[config.mk]
export PLATFORM = sky130hd
export DESIGN_NAME = ads131a0x_spi_responder
export DESIGN_NICKNAME = d
export VERILOG_FILES = /design/src/rtl/ads131a0x_spi_responder.sv
export SDC_FILE = /design/constraint.sdc
export NUM_CORES = 1
export LEC_CHECK = 0
export CORE_MARGIN = 8
export CORE_UTILIZATION = 56
export DETAILED_ROUTE_END_ITERATION = 8
export GPL_TIMING_DRIVEN = 0
export PLACE_DENSITY_LB_ADDON = 0.05
export SLEW_MARGIN = 20
export SYNTH_ARGS = -nofsm -noshare
export SYNTH_HDL_FRONTEND = slang
export SYNTH_SLANG_ARGS = --single-unit
export TNS_END_PERCENT = 5
[constraint.sdc]
create_clock -name system_clock -period 9.4 [get_ports system_clock]
set_input_delay 0.94 -clock system_clock [delete_from_list [all_inputs] [get_ports system_clock]]
set_output_delay 0.94 -clock system_clock [all_outputs]
set_load 0.05 [all_outputs]
[src/rtl/ads131a0x_spi_responder.sv]
// rtl/ads131a0x_spi_responder.sv - ADS131A0x-side SPI responder: status + channel words out, command word in
// Define ADS131_RESP_CRC_EN to append a CRC-16-CCITT word to every frame.
module ads131a0x_spi_responder #(
  parameter int WORD_BITS = 24,
  parameter int NUM_CH    = 4
) (
  input  logic                        system_clock,
  input  logic                        reset,
  input  logic                        SPI_SCLK,
  input  logic                        SPI_CS,
  input  logic                        SPI_MOSI,
  output logic                        SPI_MISO,
  input  logic [15:0]                 status_word,
  input  logic [NUM_CH*WORD_BITS-1:0] ch_data,
  input  logic                        sample_valid,
  output logic                        drdy_n,
  output logic [15:0]                 cmd_word,
  output logic                        cmd_valid,
  output logic                        frame_error
);
`ifdef ADS131_RESP_CRC_EN
  localparam int FRAME_WORDS = NUM_CH + 2;
`else
  localparam int FRAME_WORDS = NUM_CH + 1;
`endif
  localparam int DATA_BITS  = (NUM_CH + 1) * WORD_BITS;
  localparam int FRAME_BITS = FRAME_WORDS * WORD_BITS;
  localparam int CW         = $clog2(FRAME_BITS + 2);
  localparam logic [CW-1:0] CNT_MAX   = CW'(FRAME_BITS + 1);
  localparam logic [CW-1:0] CNT_FRAME = CW'(FRAME_BITS);
  localparam logic [CW-1:0] CNT_WORD  = CW'(WORD_BITS);
  localparam logic [CW-1:0] CNT_CMD   = CW'(WORD_BITS - 1);
`ifdef ADS131_RESP_CRC_EN
  localparam logic [CW-1:0] CNT_DATA  = CW'(DATA_BITS);
`endif

  typedef enum logic {IDLE, SHIFT} state_t;

  state_t                        state_q, state_d;
  logic                          sclk_s1_q, sclk_s2_q, sclk_s3_q;
  logic                          cs_s1_q, cs_s2_q, cs_s3_q;
  logic                          mosi_s1_q, mosi_s2_q;
  logic                          wu1_q, wu2_q, cs_armed_q, cs_armed_d;
  logic [CW-1:0]                 cnt_q, cnt_d;
  logic [DATA_BITS-1:0]          tx_q, tx_d;
  logic [WORD_BITS-1:0]          rx_q, rx_d;
  logic [NUM_CH*WORD_BITS-1:0]   hold_q, hold_d;
  logic                          miso_q, miso_d, drdy_q, drdy_d;
  logic [15:0]                   cmd_word_q, cmd_word_d;
  logic                          cmd_valid_q, cmd_valid_d, ferr_q, ferr_d;
  logic                          sclk_rise, sclk_fall, cs_fall, cs_rise;
`ifdef ADS131_RESP_CRC_EN
  logic [15:0]                   crc_q, crc_d;
`endif

  assign sclk_rise = sclk_s2_q & ~sclk_s3_q;
  assign sclk_fall = ~sclk_s2_q & sclk_s3_q;
  // Only a CS fall seen after CS was genuinely sampled high may open a frame, so a
  // master still holding CS low across reset cannot start a truncated frame.
  assign cs_fall   = ~cs_s2_q & cs_s3_q & cs_armed_q;
  assign cs_rise   = cs_s2_q & ~cs_s3_q;
  assign cs_armed_d = cs_armed_q | (wu2_q & cs_s2_q);

  always_comb begin
    state_d     = state_q;
    cnt_d       = cnt_q;
    tx_d        = tx_q;
    rx_d        = rx_q;
    hold_d      = hold_q;
    miso_d      = miso_q;
    drdy_d      = drdy_q;
    cmd_word_d  = cmd_word_q;
    cmd_valid_d = 1'b0;
    ferr_d      = 1'b0;
`ifdef ADS131_RESP_CRC_EN
    crc_d       = crc_q;
`endif
    if (sample_valid) hold_d = ch_data;
    case (state_q)
      IDLE: if (cs_fall) begin
        state_d = SHIFT;
        tx_d    = '0;
        tx_d[DATA_BITS-1 -: 16]          = status_word;
        tx_d[NUM_CH*WORD_BITS-1:0]       = hold_q;
        cnt_d   = '0;
        rx_d    = '0;
        miso_d  = 1'b0;
        drdy_d  = 1'b1;
`ifdef ADS131_RESP_CRC_EN
        crc_d   = 16'hFFFF;
`endif
      end
      SHIFT: if (cs_rise) begin
        state_d = IDLE;
        miso_d  = 1'b0;
        ferr_d  = (cnt_q != CNT_FRAME);
      end else begin
        if (sclk_rise) begin
`ifdef ADS131_RESP_CRC_EN
          // Data bits feed the CRC; afterwards the frozen CRC is shifted out, then zeros.
          if (cnt_q < CNT_DATA) begin
            miso_d = tx_q[DATA_BITS-1];
            tx_d   = tx_q << 1;
            crc_d  = {crc_q[14:0], 1'b0} ^ ((crc_q[15] ^ tx_q[DATA_BITS-1]) ? 16'h1021 : 16'h0000);
          end else begin
            miso_d = crc_q[15];
            crc_d  = {crc_q[14:0], 1'b0};
          end
`else
          miso_d = tx_q[DATA_BITS-1];
          tx_d   = tx_q << 1;
`endif
        end
        if (sclk_fall) begin
          if (cnt_q < CNT_WORD) rx_d = {rx_q[WORD_BITS-2:0], mosi_s2_q};
          if (cnt_q != CNT_MAX) cnt_d = cnt_q + CW'(1);
          if (cnt_q == CNT_CMD) begin
            cmd_word_d  = rx_d[WORD_BITS-1 -: 16];
            cmd_valid_d = 1'b1;
          end
        end
      end
      default: state_d = IDLE;
    endcase
    // A new sample always wins over the drdy release at cs_fall.
    if (sample_valid) drdy_d = 1'b0;
  end

  always_ff @(posedge system_clock or posedge reset) begin
    if (reset) begin
      state_q     <= IDLE;
      sclk_s1_q   <= 1'b0;
      sclk_s2_q   <= 1'b0;
      sclk_s3_q   <= 1'b0;
      cs_s1_q     <= 1'b1;
      cs_s2_q     <= 1'b1;
      cs_s3_q     <= 1'b1;
      mosi_s1_q   <= 1'b0;
      mosi_s2_q   <= 1'b0;
      wu1_q       <= 1'b0;
      wu2_q       <= 1'b0;
      cs_armed_q  <= 1'b0;
      cnt_q       <= '0;
      tx_q        <= '0;
      rx_q        <= '0;
      hold_q      <= '0;
      miso_q      <= 1'b0;
      drdy_q      <= 1'b1;
      cmd_word_q  <= '0;
      cmd_valid_q <= 1'b0;
      ferr_q      <= 1'b0;
`ifdef ADS131_RESP_CRC_EN
      crc_q       <= 16'hFFFF;
`endif
    end else begin
      state_q     <= state_d;
      sclk_s1_q   <= SPI_SCLK;
      sclk_s2_q   <= sclk_s1_q;
      sclk_s3_q   <= sclk_s2_q;
      cs_s1_q     <= SPI_CS;
      cs_s2_q     <= cs_s1_q;
      cs_s3_q     <= cs_s2_q;
      mosi_s1_q   <= SPI_MOSI;
      mosi_s2_q   <= mosi_s1_q;
      wu1_q       <= 1'b1;
      wu2_q       <= wu1_q;
      cs_armed_q  <= cs_armed_d;
      cnt_q       <= cnt_d;
      tx_q        <= tx_d;
      rx_q        <= rx_d;
      hold_q      <= hold_d;
      miso_q      <= miso_d;
      drdy_q      <= drdy_d;
      cmd_word_q  <= cmd_word_d;
      cmd_valid_q <= cmd_valid_d;
      ferr_q      <= ferr_d;
`ifdef ADS131_RESP_CRC_EN
      crc_q       <= crc_d;
`endif
    end
  end

  assign SPI_MISO    = miso_q;
  assign drdy_n      = drdy_q;
  assign cmd_word    = cmd_word_q;
  assign cmd_valid   = cmd_valid_q;
  assign frame_error = ferr_q;
endmodule

### Yosys cells after proc, flatten, opt, wreduce, memory -nomap -nowiden

Cells that the tools add are included.

| word-level totals | value |
|---|---|
| output and inout port bits | 20 |
| flip-flop bits (word level) | 279 |
| logic and storage cells | 86 |
| bits of input ports | 118 |

| operators by class | value |
|---|---|
| magnitude comparators | 1 |
| mux-type cells | 30 |
| $add $sub $neg | 1 |
| reductions and logical operators | 8 |
| bitwise gates (word level) | 13 |
| equality and inequality tests | 11 |

Operators by type and width:

| operator | number |
|---|---|
| $mux 120 | 3 |
| $pmux 120 s2 | 1 |
| $mux 24 | 4 |
| $pmux 24 s2 | 1 |
| $mux 7 | 4 |
| $mux 1 | 14 |
| $ne 7x7->1 const B | 2 |
| $pmux 7 s2 | 1 |
| $reduce_and 4->1 | 3 |
| $ne 2x1->1 const B | 4 |
| $add 7x1->7 const B | 1 |
| $eq 7x5->1 const B | 1 |
| $lt 7x5->1 const B | 1 |
| $and 1x1->1 | 6 |
| $ne 2x2->1 const B | 3 |
| $not 1->1 | 6 |
| $reduce_and 3->1 | 2 |
| $pmux 1 s2 | 2 |
| $reduce_and 2->1 | 2 |
| $ne 3x1->1 const B | 1 |
| $reduce_bool 2->1 | 1 |
| $or 1x1->1 | 1 |

### Logic depth before layout (Yosys ltp)

| logic depth | value |
|---|---|
| depth after elaboration | 6 |
| gate-level depth with buffers | 7 |

### Worst setup path after synthesis

No wires, ideal clock.

| timing | value |
|---|---|
| kind | input -> register |
| start | input port sample_valid |
| end | register hold_q[39] |
| data required time | 9275 ps |
| buffers on the path | 3 |
| arrival | 2166 ps |
| stages | 4 |
| setup slack | 7109 ps |
| cell sequence | clkbuf_1 -> clkbuf_1 -> clkbuf_1 -> mux2_2 |

RTL lines:

| element | RTL line | text |
|---|---|---|
| start: declaration | 15 | `input logic sample_valid,` |
| end signal: assignment | 171 | `hold_q <= hold_d;` |
| end: declaration | 47 | `logic [NUM_CH*WORD_BITS-1:0] hold_q, hold_d;` |

No word-level cell between the ends.

### Worst setup path after layout

| timing | value |
|---|---|
| start | register drdy_q, in the netlist drdy_n |
| end | output port drdy_n |

RTL lines:

| element | RTL line | text |
|---|---|---|
| start: declaration | 48 | `logic miso_q, miso_d, drdy_q, drdy_d;` |
| start signal: assignment | 173 | `drdy_q <= drdy_d;` |
| end: declaration | 16 | `output logic drdy_n,` |

No word-level cell between the ends.

==> reports/summary.txt <==
Final setup viols: 0
Area contributors post-synth: dfrtp_1 (57%), mux2_2 (31%), nand2_1 (1.9%)
worst-skew pair later-pin latency: 0.54 ns
Post CTS Setup Buffer Count: 0
clk buf depth: 3
grt ovf: 0
clock sinks: 279
Worst Hold Endpoint: wu2_q$_DFF_PP0_
Synth Register Bits: 279
FMAX: 354 MHz
hpwl dp: 16.0 mm
status: complete, no violations
most area-hungry cell type in the Yosys netlist: dfrtp_1
area taken by multi-input logic gates: 4720 sq um
First-pass DRT Iterations: 4
total number of vias: 6999
crit start category: flip-flop
Post-Syn Nets: 947
max incr delay on CP: 0.80 ns
Post-Synthesis Cell Area: 12000 sq um
DR WL/cell: 17.5 um
Layout area overhead: 22.5%
cell family with most CP delay: buffers and inverters
fin crit share: 30.1%
# hold bufs at CTS: 0
reg2reg end: tx_q[8]$_DFFE_PP0P_
Worst Tran Pin Value: 0.670 ns
Static Leak: 6.43 nW
DR iter-0 viols: 270
Seq/Total Area, Yosys: 58.2%
setup ws final: 6.57 ns
Hold Crit Class: reg2reg
Storage cell area: 6990 sq um
Mean Syn Cell Area: 14.5 sq um
Slowest cell on crit path: clkdlybuf4s50_1
commonest non-fill, non-tap cell in the layout: mux2_2
CTS tree: done
Total GRT Usage: 17.3%
# DRC: 0
fin crit period: 2.83 ns
Final Max Slew Viols: 0
Final #Nets: 1117
max-cap violation count: 0
largest net degree at the start of global routing: 79
DIE WIDTH: 162 um
Worst EP required: 8.46 ns
# rows: 53
H-tree levels: 1
Hold Violations, Final: 0
Buffers on Ports: 136
unrepaired setup endpoints after global routing: no
gpl congestion: 0.833
Non-Filler Instances: 1291
Final ANT Viol Nets: 0
Reg2Reg Launch Point: cs_s2_q$_DFF_PP1_
CP Class: reg2out
Worst Setup End Kind: output pin
Initial Util: 57.1%
initial antenna violation count: 1
post-synth cell types: 42
IO Pins: 138
die height: 162 um
Power Density: 233 nW/um^2
Placed Cells: 1240
Reg2Reg Depth: 6
Yosys warnings: 0
R2R setup slack: 7.26 ns
total CTS buffers: 29
Min Hold Slack: 0.349 ns
Final Skew: 0.0127 ns
root buffer cell: clkbuf_16
number of global-route vias before repair: 7649
Data arrival, critical path: 1.89 ns
final total power: 3.42 mW
final wirelength: 22.6 mm
most frequent cells in the layout: mux2_2 (335), dfrtp_1 (275), clkdlybuf4s50_1 (136)
dpl ws: 6.44 ns
critical-path cell list: clkdlybuf4s50_1
# fillers: 1419
HP Start: wu1_q$_DFF_PP0_
Worst Path Buf+Inv: 1
layout cells sized above 1: 41.1%
first-pass GRT wire length: 37.9 mm
die area: 26400 sq um
Max IR drop VDD: 0.177 mV
Clock Pin Slew Worst Setup and Hold Paths: 0.06 ns
Resized cells post-CTS: 0
maximum fanout along the worst path: 2
Vias/cell: 5.42
Syn Inst Count: 826
Max-slew headroom: 55.3%
hold depth: 0
core area: 21000 sq um
Yosys top cell area share: 57.3%
[stage by stage]
stage          util [%]  TNS (ns)  cell area, sq um
6_report           69.9         0             14700
5_1_grt            69.9         0             14700
4_1_cts            69.9         0             14700
3_5_place_dp       65.6         0             13800
3_3_place_gp       65.2   -564.31             13700
2_1_floorplan         -         0             12000
[registers in the layout, indices dropped and copies added, names as in the netlist, 7 cells and up]
signal    cells
hold_q       96
cmd_word     16
rx_q         24
cnt_q         7
tx_q        120
[logic make-up after synthesis]
kind of cell	after synthesis	share of synthesized area (%)
flops	279	58.2
fa+ha+maj	3	0.313
simple gates	89	3.61
other cells	1	0.0312
compound gates	45	3.29
buf+inv	66	2.45
mux	343	32.1
[layout make-up]
| type | instances | share of cell area [%] |
|---|---|---|
| flip-flops and latches | 279 | 47.5 |
| multi-input cells | 481 | 32.1 |
| repair buffers | 139 | 9.82 |
| clock buffers | 46 | 5.98 |
| well taps | 275 | 2.34 |
| plain buffers | 51 | 1.62 |
| inverters | 15 | 0.434 |
| clock inverters | 4 | 0.162 |
| diodes | 1 | 0.0170 |
[worst max-delay path by stage]
stage                       start                      to  slack, ns  cells after the start
4_1_cts        drdy_n$_DFFE_PP1P_                  drdy_n       6.54                      1
5_1_grt        drdy_n$_DFFE_PP1P_                  drdy_n       6.53                      1
3_5_place_dp         sample_valid  hold_q[45]$_DFFE_PP0P_       6.44                      4
3_3_place_gp                reset    rx_q[13]$_DFFE_PP0P_      -2.08                      2
2_1_floorplan               reset    SPI_MISO$_DFFE_PP0P_       0.77                      1
6_report       drdy_n$_DFFE_PP1P_                  drdy_n       6.57                      1
[where the power goes]
| part | internal [mW] | switching, mW | total (mW) |
|---|---|---|---|
| Clock | 0.634 | 0.437 | 1.07 |
| Combinational | 0.459 | 0.243 | 0.702 |
| Sequential | 1.50 | 0.145 | 1.65 |
| Total | 2.59 | 0.824 | 3.42 |
[cells in the mapped netlist, drive strengths merged]
master	instances
o21ai	1
a22o	26
nand3b	1
ha	3
and4bb	1
a2bb2oi	1
buf	28
o21a	2
or4b	1
or2	1
nand3	6
nor3b	1
a41oi	2
and2	1
nand4	1
nand2b	3
mux2	335
dfrtp	275
a221o	2
a41o	2
dfstp	4
nor2	4
a211oi	1
nand2	62
mux2i	8
nor3	1
a211o	1
o31ai	1
conb	1
a21o	5
a21boi	1
nor4	4
inv	15
nor2b	1
and3	1
clkbuf	23
[layer usage]
metal  global-route usage [%]  share of wire [%]
met5                        0                  0
met4                     4.25                2.1
met3                     3.24                3.7
met2                     29.9                 51
met1                     22.1                 43
[worst reg2reg max path, delay by kind of cell (launching register included)]
| kind | cells | cell delay [ns] |
|---|---|---|
| simple gates | 1 | 0.10 |
| flops | 1 | 0.62 |
| mux | 1 | 0.37 |
| buf+inv | 2 | 0.61 |
| compound gates | 2 | 0.34 |
Note: power is estimated with default switching activity, not from simulation.
